### config.mk
export PLATFORM = sky130hd
export DESIGN_NAME = relay_framer
export DESIGN_NICKNAME = d
export VERILOG_FILES = /design/src/rtl/relay_pkg.sv /design/src/rtl/relay_capture.sv /design/src/rtl/relay_framer.sv
export SDC_FILE = /design/constraint.sdc
export NUM_CORES = 1
export LEC_CHECK = 0
export CAP_MARGIN = 20
export CORE_MARGIN = 2
export CORE_UTILIZATION = 60
export CTS_CLUSTER_DIAMETER = 80
export DETAILED_ROUTE_END_ITERATION = 16
export PLACE_DENSITY = 0.85
export SLEW_MARGIN = 20
export SYNTH_ARGS = -nofsm -noshare
export SYNTH_HDL_FRONTEND = slang
export SYNTH_SLANG_ARGS = --single-unit
### constraint.sdc
create_clock -name clk -period 2.4 [get_ports clk]
set_input_delay 0.48 -clock clk [delete_from_list [all_inputs] [get_ports clk]]
set_output_delay 0.48 -clock clk [all_outputs]
set_load 0.03 [all_outputs]
### src/rtl/relay_pkg.sv
// Shared constants for the relay framer: hi_simulate mode codes, modulation codes,
// FSM state encodings and the default start/end patterns.
package relay_pkg;

  localparam logic [2:0] MODE_SNIFFER        = 3'b100;
  localparam logic [2:0] MODE_FAKE_READER    = 3'b101;
  localparam logic [2:0] MODE_FAKE_TAG       = 3'b110;
  localparam logic [2:0] MODE_DEBUG_READBACK = 3'b111;

  localparam logic [2:0] MT_OFF         = 3'b000;
  localparam logic [2:0] MT_TAG_LISTEN  = 3'b001;
  localparam logic [2:0] MT_TAG_MOD     = 3'b010;
  localparam logic [2:0] MT_RDR_LISTEN  = 3'b011;
  localparam logic [2:0] MT_RDR_MOD     = 3'b100;
  localparam logic [2:0] MT_READBACK    = 3'b011;

  typedef logic [1:0] state_t;
  localparam state_t ST_IDLE   = 2'd0;
  localparam state_t ST_LISTEN = 2'd1;
  localparam state_t ST_MOD    = 2'd2;

  localparam logic [19:0] DEF_RDR_START      = 20'h0000c;
  localparam logic [19:0] DEF_RDR_START_MASK = 20'hfffff;
  localparam logic [19:0] DEF_RDR_END1       = 20'h00000;
  localparam logic [19:0] DEF_RDR_END2       = 20'hc0000;
  localparam logic [19:0] DEF_RDR_END_MASK   = 20'hfffff;
  localparam logic [19:0] DEF_TAG_START      = 20'h000f0;
  localparam logic [19:0] DEF_TAG_START_MASK = 20'hfffff;
  localparam logic [19:0] DEF_TAG_END        = 20'h00000;
  localparam logic [19:0] DEF_TAG_END_MASK   = 20'h00fff;

  function automatic logic is_fake_mode(input logic [2:0] mode);
    return (mode == MODE_FAKE_READER) || (mode == MODE_FAKE_TAG);
  endfunction

endpackage

### src/rtl/relay_capture.sv
// Capture buffer for relay samples with a delayed, oldest-first serial readback.
module relay_capture
  import relay_pkg::*;
#(
  parameter int CAP_DEPTH  = 80,
  parameter int READ_DELAY = 524288
) (
  input  logic clk,
  input  logic reset,
  input  logic strobe,
  input  logic sample,
  input  logic sample_en,
  input  logic cap_arm,
  input  logic read_en,
  output logic ssp_din,
  output logic cap_done
);

  localparam int CNT_W = $clog2(CAP_DEPTH + 1);
  localparam int DLY_W = (READ_DELAY < 1) ? 1 : $clog2(READ_DELAY + 1);

  logic [CAP_DEPTH-1:0] cap_buf;
  logic [CNT_W-1:0]     wr_cnt;
  logic [CNT_W-1:0]     rd_ptr;
  logic [DLY_W-1:0]     dly_cnt;

  // Arming wins over everything; readback only runs once the buffer is full and
  // after the delay has elapsed, then parks ssp_din high when the buffer is drained.
  always_ff @(posedge clk or negedge reset) begin
    if (!reset) begin
      cap_buf  <= '0;
      wr_cnt   <= '0;
      rd_ptr   <= '0;
      dly_cnt  <= '0;
      cap_done <= 1'b0;
      ssp_din  <= 1'b0;
    end else if (cap_arm) begin
      cap_buf  <= '0;
      wr_cnt   <= '0;
      rd_ptr   <= '0;
      dly_cnt  <= '0;
      cap_done <= 1'b0;
      ssp_din  <= 1'b0;
    end else begin
      if (strobe && sample_en && !cap_done) begin
        cap_buf[wr_cnt] <= sample;
        wr_cnt          <= wr_cnt + CNT_W'(1);
        if (wr_cnt == CNT_W'(CAP_DEPTH - 1)) begin
          cap_done <= 1'b1;
        end
      end

      if (!read_en) begin
        rd_ptr  <= '0;
        dly_cnt <= '0;
        ssp_din <= 1'b0;
      end else if (!cap_done) begin
        ssp_din <= 1'b0;
      end else if (strobe) begin
        if (dly_cnt != DLY_W'(READ_DELAY)) begin
          dly_cnt <= dly_cnt + DLY_W'(1);
          ssp_din <= 1'b0;
        end else if (rd_ptr != CNT_W'(CAP_DEPTH)) begin
          ssp_din <= cap_buf[rd_ptr];
          rd_ptr  <= rd_ptr + CNT_W'(1);
        end else begin
          ssp_din <= 1'b1;
        end
      end
    end
  end

endmodule

### src/rtl/relay_framer.sv
// Relay framer: samples the decoded relay stream, frames it by start/end patterns
// and selects the hi_simulate modulation type; capture/readback lives in relay_capture.
module relay_framer
  import relay_pkg::*;
#(
  parameter int DIV_W        = 4,
  parameter int SAMPLE_PHASE = 8,
  parameter int SHIFT_W      = 20,
  parameter int CHAR_W       = 8,
  parameter logic [SHIFT_W-1:0] RDR_START      = SHIFT_W'(DEF_RDR_START),
  parameter logic [SHIFT_W-1:0] RDR_START_MASK = SHIFT_W'(DEF_RDR_START_MASK),
  parameter logic [SHIFT_W-1:0] RDR_END1       = SHIFT_W'(DEF_RDR_END1),
  parameter logic [SHIFT_W-1:0] RDR_END2       = SHIFT_W'(DEF_RDR_END2),
  parameter logic [SHIFT_W-1:0] RDR_END_MASK   = SHIFT_W'(DEF_RDR_END_MASK),
  parameter logic [SHIFT_W-1:0] TAG_START      = SHIFT_W'(DEF_TAG_START),
  parameter logic [SHIFT_W-1:0] TAG_START_MASK = SHIFT_W'(DEF_TAG_START_MASK),
  parameter logic [SHIFT_W-1:0] TAG_END        = SHIFT_W'(DEF_TAG_END),
  parameter logic [SHIFT_W-1:0] TAG_END_MASK   = SHIFT_W'(DEF_TAG_END_MASK),
  parameter int OUT_TAP    = 3,
  parameter int CAP_DEPTH  = 80,
  parameter int READ_DELAY = 524288
) (
  input  logic       clk,
  input  logic       reset,
  input  logic [2:0] hi_simulate_mod_type,
  input  logic       bit_in,
  input  logic       tx_pending,
  input  logic       cap_arm,
  output logic [2:0] mod_type,
  output logic       data_out,
  output logic       ssp_din,
  output logic       cap_done,
  output logic       frame_active
);

  localparam int CNT_W = (CHAR_W > 1) ? $clog2(CHAR_W) : 1;

  logic [DIV_W-1:0]   divider;
  logic [SHIFT_W-1:0] shift_reg, shift_nxt, shifted;
  logic [CNT_W-1:0]   bit_cnt, cnt_nxt, cnt_inc;
  state_t             state, state_nxt;
  logic [2:0]         prev_mode;
  logic [2:0]         mod_type_nxt;
  logic               strobe, is_fake, is_reader, mode_change;
  logic               start_hit, end_hit;

  function automatic logic pattern_hit(input logic [SHIFT_W-1:0] value,
                                       input logic [SHIFT_W-1:0] pat,
                                       input logic [SHIFT_W-1:0] mask);
    return ((value ^ pat) & mask) == '0;
  endfunction

  assign strobe      = (divider == DIV_W'(SAMPLE_PHASE));
  assign is_fake     = is_fake_mode(hi_simulate_mod_type);
  assign is_reader   = (hi_simulate_mod_type == MODE_FAKE_READER);
  assign mode_change = (hi_simulate_mod_type != prev_mode);
  assign data_out    = shift_reg[OUT_TAP];

  // Patterns are judged on the value the shift register is about to take, so a
  // match and the resulting state change land on the same strobe.
  always_comb begin
    shifted = {shift_reg[SHIFT_W-2:0], bit_in};
    cnt_inc = (bit_cnt == CNT_W'(CHAR_W - 1)) ? '0 : bit_cnt + CNT_W'(1);
    if (is_reader) begin
      start_hit = pattern_hit(shifted, RDR_START, RDR_START_MASK);
      end_hit   = pattern_hit(shifted, RDR_END1, RDR_END_MASK) ||
                  pattern_hit(shifted, RDR_END2, RDR_END_MASK);
    end else begin
      start_hit = pattern_hit(shifted, TAG_START, TAG_START_MASK);
      end_hit   = pattern_hit(shifted, TAG_END, TAG_END_MASK);
    end

    shift_nxt = shift_reg;
    cnt_nxt   = bit_cnt;
    state_nxt = state;
    if (mode_change) begin
      shift_nxt = '0;
      cnt_nxt   = '0;
      state_nxt = is_fake ? ST_LISTEN : ST_IDLE;
    end else if (is_fake && strobe) begin
      shift_nxt = shifted;
      cnt_nxt   = cnt_inc;
      if (start_hit && state != ST_IDLE) begin
        state_nxt = ST_MOD;
        cnt_nxt   = '0;
      end else if (state == ST_MOD && end_hit && cnt_inc == '0) begin
        state_nxt = ST_LISTEN;
      end
    end
  end

  always_comb begin
    mod_type_nxt = MT_OFF;
    if (hi_simulate_mod_type == MODE_DEBUG_READBACK) begin
      mod_type_nxt = MT_READBACK;
    end else if (state_nxt == ST_MOD) begin
      mod_type_nxt = is_reader ? MT_RDR_MOD : MT_TAG_MOD;
    end else if (state_nxt == ST_LISTEN) begin
      if (tx_pending) begin
        mod_type_nxt = MT_OFF;
      end else begin
        mod_type_nxt = is_reader ? MT_RDR_LISTEN : MT_TAG_LISTEN;
      end
    end
  end

  always_ff @(posedge clk or negedge reset) begin
    if (!reset) begin
      divider      <= '0;
      shift_reg    <= '0;
      bit_cnt      <= '0;
      state        <= ST_IDLE;
      prev_mode    <= 3'b000;
      mod_type     <= MT_OFF;
      frame_active <= 1'b0;
    end else begin
      divider      <= divider + DIV_W'(1);
      shift_reg    <= shift_nxt;
      bit_cnt      <= cnt_nxt;
      state        <= state_nxt;
      prev_mode    <= hi_simulate_mod_type;
      mod_type     <= mod_type_nxt;
      frame_active <= (state_nxt == ST_MOD);
    end
  end

  relay_capture #(
    .CAP_DEPTH (CAP_DEPTH),
    .READ_DELAY(READ_DELAY)
  ) u_capture (
    .clk      (clk),
    .reset    (reset),
    .strobe   (strobe),
    .sample   (bit_in),
    .sample_en(is_fake),
    .cap_arm  (cap_arm),
    .read_en  (hi_simulate_mod_type == MODE_DEBUG_READBACK),
    .ssp_din  (ssp_din),
    .cap_done (cap_done)
  );

endmodule

==> impl_results.md, run 1 <==
- Cell leakage power: 4.40 nW
- Crit path depth: 8
- Hold Crit Class: primary input to flip-flop
- EDFF count, synth: 0
- Clock sink count: 151
- # IOs: 15
- Setup WS post-layout: 0.142 ns
- WP buf/inv: 1
- Status: completed
- Initial DRC count: 705
- Drt pass-1 iters: 5
- DIE AREA: 14000 µm²
- Post-synthesis sequential area ratio: 0.483
- Hold Path Depth: 1
- Post-route ant nets: 0
- Worst-path clk slew: 0.06 ns
- Routed WL per cell: 18.1 µm
- Max Slew Vio Count: 0
- Post-synthesis cell type count: 58
- DRC errors left: 0
- First-pass GRT wire length: 31100 µm
- Final number of hold-violating endpoints: 0
- Crit path cell chain: buf_4, mux4_2, a2bb2oi_1, o211ai_1, a211oi_1, o21ai_0, a21o_1, a21oi_1
- Die X: 118 µm
- Commonest cells after routing, fill and taps aside: 149 x dfrtp_1, 141 x nand2_1, 129 x nor2_1
- Layout fillers: 853
- DR vias: 6234
- Dpl ws: -0.304 ns
- Switching share of power: 0.217
- Most area-consuming cells after synthesis: dfrtp_1 48%, mux2i_1 13%, nand2_1 6.8%
- Area leader, netlist: dfrtp_1
- Delay-heaviest family, CP: compound AO/OA/AOI/OAI gates
- Post-synthesis cell area: 7830 µm²
- Data arrival, critical path: 2.61 ns
- Pint: 4.40 mW
- Placer Congestion: 0.972
- Synth Instances: 804
- Number of diodes: 0
- Maxcap violations: 0
- Most common cell after layout, fill and taps aside: dfrtp_1
- Vias in the first global route: 6293
- Post-route minimum period: 2.26 ns
- CTS H-tree depth: 4
- Grt ovf: 0
- Register share of total power: 0.455
- Flops & latches, synth: 151
- Max reg flops: 80
- Post-DP HPWL: 12000 µm
- Worst-path fanout max: 9
- Max-slew headroom: 0.390
- Ys flop type: dfrtp_1
- Initial Util: 0.618
- Synth-to-Final Area Change: 16.2%
- Yosys top cell area share: 0.483
- DR vias/cell: 6.05
- Syn nets: 821
- Final core occ: 0.718
- Async SR Flop Fraction: 1.00
- Switching pwr: 1.22 mW
- Slew @ Worst Pin: 0.915 ns
- Largest net degree at the start of global routing: 89
- Number of antenna violations at the first check in global routing: 0
- Clk pwr share: 0.513
- Gr usage total: 0.281
- Share of post-route cells with drive strength above 1: 0.151
- Max stage delay on crit path: 0.53 ns
- Clk_skew: 0.00666 ns
- Synthesis Warnings: 0
- Crit Path Class: flip-flop to flip-flop
- Mean Syn Cell Area: 9.74 µm²
- Slowest cell on crit path: dfrtp_2
- Final setup viols: 0
- Clock Path Buffers: 2
- WL final: 18700 µm
- Reg2reg path depth: 8
- Die height: 118 µm
- Final #Nets: 863
- CTS root buf: clkbuf_16
- CTS tree: yes
- Critical Path End Type: flip-flop
- Core area: 12700 µm²
- Fmax: 0.443 GHz
- Final worst path period share: 0.941
- Clock Latency Late Sink: 0.43 ns
- Row count: 41
- Critical Path Source Type: flip-flop
- Pwr dens: 618 nW/µm²
- Buffers on Ports: 14
- Worst Path Required: 2.76 ns
- Max rail drop VDD: 609 µV
- Inserted Clock Buffers: 17
- Logic pwr share: 0.032
final cells by class:
class	instances	area, µm²	share of cell area
Inverter	9	33.8	0.00371
Sequential cell	151	3780	0.416
Tap cell	172	215	0.0237
Timing Repair Buffer	71	579	0.0637
Clock buffer	19	453	0.0498
Multi-Input combinational cell	596	3840	0.422
Clock inverter	13	193	0.0212
timing repair:
action	CTS	global route
gates resized for setup	0	10
setup endpoints to repair	0	31
endpoints found under the hold margin	39	0
hold buffers	1	0
buffers inserted	0	1
through the flow:
stage | hold WS, ns | TNS (ns) | instance area, µm² | power [mW] | std cells
after floorplan | 0.184 | 0 | 7830 | 2.68 | 804
after global placement | 0.426 | -8.96 | 8390 | 2.78 | 997
after detailed placement | 0.429 | -17.83 | 8390 | 2.78 | 997
after CTS | 0.408 | 0 | 9050 | 5.66 | 1030
after global routing | 0.345 | -0.00884 | 9100 | 5.80 | 1031
final | 0.332 | 0 | 9100 | 5.62 | 1031
kinds of logic after synthesis:
family	after synthesis	synth area share
multiplexers	115	0.164
XOR/XNOR	36	0.0403
AO/OA/AOI/OAI	63	0.0513
buffers and inverters	57	0.0309
adder cells (fa/ha/maj)	9	0.0144
flip-flops	151	0.483
AND/OR/NAND/NOR	373	0.217
worst paths after layout:
kind	startpoint	end	slack (ns)
worst max-delay path	u_capture.rd_ptr[0]	u_capture.ssp_din	0.14
worst min-delay path	hi_simulate_mod_type[0]	prev_mode[0]	0.33
worst max register to register	u_capture.rd_ptr[0]	u_capture.ssp_din	0.14
worst min register to register	divider[0]	divider[0]	0.49
max in group asynchronous	reset	shift_reg[0]	1.09
min in group asynchronous	reset	u_capture.cap_buf[61]	0.54
synthesized netlist by cell type, drive strengths merged (4+ instances only):
master / n
a21oi: 30
and3: 10
buf: 10
clkbuf: 38
dfrtp: 151
ha: 9
inv: 9
mux2: 4
mux2i: 101
mux4: 10
nand2: 141
nand2b: 9
nand3: 12
nand4: 18
nor2: 135
nor2b: 5
nor3: 15
nor4: 8
nor4b: 5
o21ai: 6
xnor2: 10
xor2: 26
worst reg2reg max path: cells and delay by family (launching register included):
kind	cells	cell delay, ns
AOI/OAI and AO/OA	6	1.05
buffers and inverters	1	0.25
DFF	1	0.53
muxes	1	0.35
layer usage:
metal,global-route usage,up-vias,share of wire
met4,0.130,0,0.027
met1,0.363,3108,0.42
met3,0.0681,55,0.059
met2,0.448,246,0.49
met5,0,-,0
li1,-,2825,-
power by group through the flow:
stage          clock (mW)  sequential [mW]  combinational, mW
2_1_floorplan           0             2.61             0.0744
3_3_place_gp            0             2.60              0.172
3_5_place_dp            0             2.60              0.177
4_1_cts              2.92             2.56              0.180
5_1_grt              3.05             2.56              0.199
6_report             2.88             2.56              0.180
No activity file was read; power rests on OpenSTA's default activity.
==> run 2, diff against run 1 <==
--- a/config.mk
+++ b/config.mk
@@ -7,10 +7,10 @@
 export LEC_CHECK = 0
 export CAP_MARGIN = 20
 export CORE_MARGIN = 2
-export CORE_UTILIZATION = 60
+export CORE_UTILIZATION = 45
 export CTS_CLUSTER_DIAMETER = 80
 export DETAILED_ROUTE_END_ITERATION = 16
-export PLACE_DENSITY = 0.85
+export PLACE_DENSITY = 0.69
 export SLEW_MARGIN = 20
 export SYNTH_ARGS = -nofsm -noshare
 export SYNTH_HDL_FRONTEND = slang
==> run 2 against run 1 <==
Compared with the run above: highest routed layer unchanged; sequential share of layout area is 0.35 points lower; power shrank 2.5%; critical endpoint is now mod_type[1]; register-to-register slack worse by 0.04 ns; flip-flop and latch count unchanged; worst setup slack worse by 0.037 ns; hold slack got worse by 0.32 ns; fmax is 1.6% lower; critical path depth did not move; via count down 4.9%; clock skew rose by 0.00055 ns; largest power group unchanged; routed wire length is 3.7% lower; utilization down 18 points.
==> impl_results.md, run 2 (synthesis results as in run 1) <==
- Switching pwr: 1.18 mW (-3.1%)
- Dpl ws: -0.243 ns (+0.0611 ns)
- Setup tns final: 0 ns (unchanged)
- DRC errors left: 0 (unchanged)
- Logic pwr share: 0.034 (+0.002)
- Max rail drop VDD: 476 µV (-22%)
- Clock Latency Late Sink: 0.42 ns (about the same)
- Critical Path Source Type: flip-flop
- Slew @ Worst Pin: 0.916 ns (+0.000705 ns)
- Clock sink count: 151 (unchanged)
- Most common cell after layout, fill and taps aside: dfrtp_1
- Status: completed
- Hold buffers post-CTS: 0 (-1)
- Worst Path Required: 2.74 ns (-0.02 ns)
- Final #Nets: 864 (+0.12%)
- Commonest cells after routing, fill and taps aside: 150 x dfrtp_1, 141 x nand2_1, 129 x nor2_1
- Drt pass-1 iters: 5 (unchanged)
- Worst hold margin: 0.0157 ns (-0.316 ns)
- DP Cell Count: 1051 (+5.4%)
- Grt ovf: 0 (unchanged)
- DIE AREA: 18500 µm² (+32%)
- Crit Path Class: flip-flop to flip-flop
- DR vias/cell: 5.46 (-9.6%)
- Data arrival, critical path: 2.64 ns (+0.03 ns)
- Max reg flops: 80 (unchanged)
- Buffers on Ports: 14 (unchanged)
- Die height: 136 µm (+15%)
- Worst-path fanout max: 3 (-6)
- Post-route minimum period: 2.30 ns (+0.0374 ns)
- Post-DP HPWL: 11600 µm (-3.7%)
- Post-Layout Cell Count: 1085 (+5.2%)
- Vias in the first global route: 5764 (-8.4%)
- WL final: 18000 µm (-3.7%)
- Hold Crit Class: primary input to asynchronous set/reset pin
- Unrepaired setup endpoints after global routing: true
- Initial DRC count: 473 (-33%)
- Die X: 136 µm (+15%)
- Initial Util: 0.456 (-0.162)
- Row count: 48 (+17%)
- Share of post-route cells with drive strength above 1: 0.149 (-0.00250)
- Inserted Clock Buffers: 17 (unchanged)
- Register share of total power: 0.467 (+0.012)
- Fmax: 0.436 GHz (-1.6%)
- DR vias: 5929 (-4.9%)
- Synth-to-Final Area Change: 17.3%
- Layout fillers: 1532 (+80%)
- Cell leakage power: 4.38 nW (-0.40%)
- # IOs: 15 (unchanged)
- CTS H-tree depth: 4 (unchanged)
- First-pass GRT wire length: 30000 µm (-3.5%)
- Number of antenna violations at the first check in global routing: 0 (unchanged)
- CTS tree: yes
- Pwr dens: 597 nW/µm² (-3.3%)
- Largest net degree at the start of global routing: 89 (unchanged)
- Placer Congestion: 0.844 (-13%)
- Clk_skew: 0.00721 ns (+0.000546 ns)
- Final number of hold-violating endpoints: 0 (unchanged)
- Routed WL per cell: 16.6 µm (-8.5%)
- Final setup viols: 0 (unchanged)
- Number of diodes: 0 (unchanged)
- Switching share of power: 0.215 (-0.00131)
- Setup WS post-layout: 0.105 ns (-0.0374 ns)
- Core area: 17200 µm² (+36%)
- Max-slew headroom: 0.389 (-0.000470)
- Maxcap violations: 0 (unchanged)
- Max Slew Vio Count: 0 (unchanged)
- Final worst path period share: 0.956 (+0.0156)
- Worst-path clk slew: 0.06 ns (about the same)
- Critical Path End Type: flip-flop
- CTS root buf: clkbuf_16
- Clk pwr share: 0.499 (-0.014)
- Pint: 4.30 mW (-2.3%)
- Power Total: 5.48 mW (-2.5%)
- Gr usage total: 0.209 (-0.0718)
- Clock Path Buffers: 2 (unchanged)
- Post-route ant nets: 0 (unchanged)
## run 2: through the flow
step,util,instance area (µm²)
after floorplan,-,7830
after global placement,0.497,8530
after detailed placement,0.497,8530
after CTS,0.532,9140
after global routing,0.534,9180
final,0.534,9180
## run 2: repair_timing
item / 4_1_cts / 5_1_grt
setup endpoints to repair: 0 / 28
gates resized for setup: 0 / 7
setup buffers: 0 / 2
## run 2: area by class of cell
class                   count  area (µm²)  area share
clock buffers              22         464      0.0506
clock inverters            10         145      0.0158
inverters                   9        33.8     0.00368
multi-input cells         596        3830       0.417
flip-flops and latches    151        3780       0.412
well taps                 225         282      0.0307
repair buffers             72         642      0.0699
## run 2: power groups by stage
stage / clock network [mW] / registers [mW] / logic, mW
final: 2.74 / 2.56 / 0.186
after global routing: 2.92 / 2.56 / 0.208
after CTS: 2.79 / 2.56 / 0.188
after detailed placement: 0 / 2.60 / 0.187
after global placement: 0 / 2.60 / 0.188
after floorplan: 0 / 2.61 / 0.0744
## run 2: per-layer routing
layer,track usage,part of all wire
met2,0.318,0.48
met3,0.0518,0.049
met1,0.295,0.46
met5,0,0
met4,0.0671,0.014
## run 2: final timing paths
check / to / cells after the start / slack, ns / startpoint
worst min register to register: divider[0] / 1 / 0.47 / divider[0]
min in group clk: u_capture.ssp_din / 4 / 0.41 / cap_arm
max in group asynchronous: u_capture.cap_buf[79] / 2 / 1.72 / reset
worst min-delay path: u_capture.cap_buf[26] / 1 / 0.02 / reset
worst max register to register: mod_type[1] / 8 / 0.10 / bit_cnt[0]
worst max-delay path: mod_type[1] / 8 / 0.10 / bit_cnt[0]
## run 2: critical path, cell delays in order, from the launching register on
cell and delay (ns):
dfrtp_1 0.39, ha_1 0.21, ha_1 0.30, nor4_2 0.14, o211ai_1 0.14, nor4b_2 0.42, nor2_1 0.12, a211o_1 0.36
a22oi_2 0.15
==> run 3, diff against run 2 <==
--- a/config.mk
+++ b/config.mk
@@ -5,7 +5,7 @@
 export SDC_FILE = /design/constraint.sdc
 export NUM_CORES = 1
 export LEC_CHECK = 0
-export CAP_MARGIN = 20
+export CAP_MARGIN = 40
 export CORE_MARGIN = 2
 export CORE_UTILIZATION = 45
 export CTS_CLUSTER_DIAMETER = 80
==> run 3 against run 2 <==
Compared with the run above: worst setup slack gained 0.060 ns; final area is essentially flat; fmax grew 2.7%; critical path depth grew 1; hold slack gained 0.0031 ns; first-iteration DRC count grew 7.0%; global-route usage shrank 0.11 points; largest cell class unchanged; highest routed layer unchanged.
==> impl_results.md, run 3 (synthesis results as in run 1) <==
- Post-route minimum period: 2.24 ns (-0.0599 ns)
- CTS tree: yes
- Worst-path clk slew: 0.07 ns (about the same)
- WL final: 18000 µm (+0.11%)
- Logic pwr share: 0.035 (about the same)
- Placer Congestion: 0.844 (unchanged)
- Routed WL per cell: 16.6 µm (about the same)
- Final worst path period share: 0.931 (-0.0250)
- Synth-to-Final Area Change: 17.2% (about the same)
- Final number of hold-violating endpoints: 0 (unchanged)
- # IOs: 15 (unchanged)
- Pwr dens: 580 nW/µm² (-2.8%)
- Post-Layout Cell Count: 1086 (+0.092%)
- Number of diodes: 0 (unchanged)
- Largest net degree at the start of global routing: 82 (-7.9%)
- Initial DRC count: 506 (+7.0%)
- Pint: 4.05 mW (-5.7%)
- Die height: 136 µm (unchanged)
- Hold Crit Class: primary input to asynchronous set/reset pin
- Max rail drop VDD: 464 µV (-2.6%)
- Row count: 48 (unchanged)
- Core area: 17200 µm² (unchanged)
- Data arrival, critical path: 2.54 ns (-0.10 ns)
- Switching pwr: 1.27 mW (+7.5%)
- First-pass GRT wire length: 29900 µm (-0.21%)
- Commonest cells after routing, fill and taps aside: 150 x dfrtp_1, 141 x nand2_1, 129 x nor2_1
- Max Slew Vio Count: 0 (unchanged)
- Buffers on Ports: 14 (unchanged)
- Share of post-route cells with drive strength above 1: 0.152 (+0.00331)
- Die X: 136 µm (unchanged)
- Critical Path Source Type: flip-flop
- Status: completed
- DR vias: 5932 (+0.051%)
- Final core occ: 0.534 (about the same)
- Clock Path Buffers: 2 (unchanged)
- Post-route ant nets: 0 (unchanged)
- Initial Util: 0.456 (unchanged)
- Vias in the first global route: 5744 (-0.35%)
- Slew @ Worst Pin: 0.836 ns (-0.0802 ns)
- Inserted Clock Buffers: 17 (unchanged)
- Fmax: 0.447 GHz (+2.7%)
- Post-DP HPWL: 11700 µm (+1.4%)
- Switching share of power: 0.238 (+0.0230)
- Drt pass-1 iters: 4 (-1)
- Clock sink count: 151 (unchanged)
- Number of antenna violations at the first check in global routing: 0 (unchanged)
- Maxcap violations: 0 (unchanged)
- Final #Nets: 865 (+0.12%)
- Max reg flops: 80 (unchanged)
- DR vias/cell: 5.46 (about the same)
- Clock Latency Late Sink: 0.43 ns (about the same)
- CTS H-tree depth: 4 (unchanged)
- DIE AREA: 18500 µm² (unchanged)
- Most common cell after layout, fill and taps aside: dfrtp_1
- Clk pwr share: 0.484 (-0.015)
- Critical Path End Type: flip-flop
- DP Cell Count: 1052 (+0.095%)
- Hold buffers post-CTS: 0 (unchanged)
- Crit Path Class: flip-flop to flip-flop
- Max-slew headroom: 0.443 (+0.0534)
- Clk_skew: 0.0115 ns (+0.00434 ns)
- Grt ovf: 0 (unchanged)
- Cell leakage power: 4.37 nW (-0.21%)
- Worst-path fanout max: 3 (unchanged)
- Gr usage total: 0.208 (-0.00111)
- Final setup viols: 0 (unchanged)
- Worst Path Required: 2.71 ns (-0.03 ns)
- Register share of total power: 0.480 (+0.013)
- DRC errors left: 0 (unchanged)
- CTS root buf: clkbuf_16
[run 3: changes by cell type in the layout (fill, tap and decap cells not counted), sizes merged]
| cell | before | now |
|---|---|---|
| clkinvlp | 2 | 4 |
| inv | 10 | 14 |
| clkinv | 4 | 5 |
| bufinv | 3 | 1 |
| clkbuf | 22 | 17 |
| buf | 61 | 62 |
[run 3: final cells by class]
| cell class | count | area (µm²) |
|---|---|---|
| clock buffer | 17 | 425 |
| multi-input combinational | 596 | 3830 |
| inverter | 9 | 33.8 |
| clock inverter | 15 | 146 |
| sequential | 151 | 3780 |
| timing repair buffer | 73 | 669 |
| fill | 1564 | 8010 |
| tap | 225 | 282 |
[run 3: through the flow]
step | hold WS, ns | instance area, µm² | power [mW] | TNS (ns) | setup slack [ns]
finish | 0.0188 | 9170 | 5.32 | 0 | 0.164
global route | 0.0486 | 9170 | 5.52 | -0.00961 | -0.00961
CTS | 0.0272 | 9130 | 5.37 | 0 | 0.0908
detailed placement | 0.464 | 8560 | 2.80 | -8.60 | -0.246
global placement | 0.462 | 8530 | 2.79 | -9.09 | -0.257
floorplan | 0.184 | 7830 | 2.68 | 0 | 0.319
[run 3: worst paths after layout]
path	endpoint	slack, ns	cells past startpoint	from
max	mod_type[1]	0.16	9	bit_cnt[0]
min	u_capture.cap_buf[13]	0.02	1	reset
max reg2reg	mod_type[1]	0.16	9	bit_cnt[0]
min reg2reg	divider[0]	0.47	1	divider[0]
max in group asynchronous	prev_mode[0]	1.73	2	reset
min in group clk	u_capture.ssp_din	0.41	4	cap_arm
[run 3: repair_timing]
action                                 CTS  global route
gates resized for setup                  0             7
endpoints found under the hold margin    0             0
buffers inserted                         0             2
setup endpoints to repair                0            18
[run 3: layer usage]
layer | track usage | up-vias | share of wire
met1 | 0.300 | 2940 | 0.47
met5 | 0 | - | 0
li1 | - | 2839 | -
met3 | 0.0459 | 17 | 0.042
met2 | 0.317 | 136 | 0.47
met4 | 0.0573 | 0 | 0.013
[run 3: worst max-delay path, stage by stage (launching register included)]
cell,delay (ns)
dfrtp_1,0.38
ha_1,0.20
ha_1,0.31
nor4_2,0.14
o211ai_1,0.14
nor4b_2,0.40
buf_4,0.17
a2bb2oi_1,0.15
or2_4,0.15
a22oi_1,0.08
[run 3: power groups by stage]
| stage | registers (mW) | clock network (mW) | logic (mW) |
|---|---|---|---|
| after floorplan | 2.61 | 0 | 0.0744 |
| after global placement | 2.60 | 0 | 0.188 |
| after detailed placement | 2.60 | 0 | 0.193 |
| after CTS | 2.56 | 2.62 | 0.194 |
| after global routing | 2.55 | 2.76 | 0.211 |
| final | 2.56 | 2.58 | 0.189 |
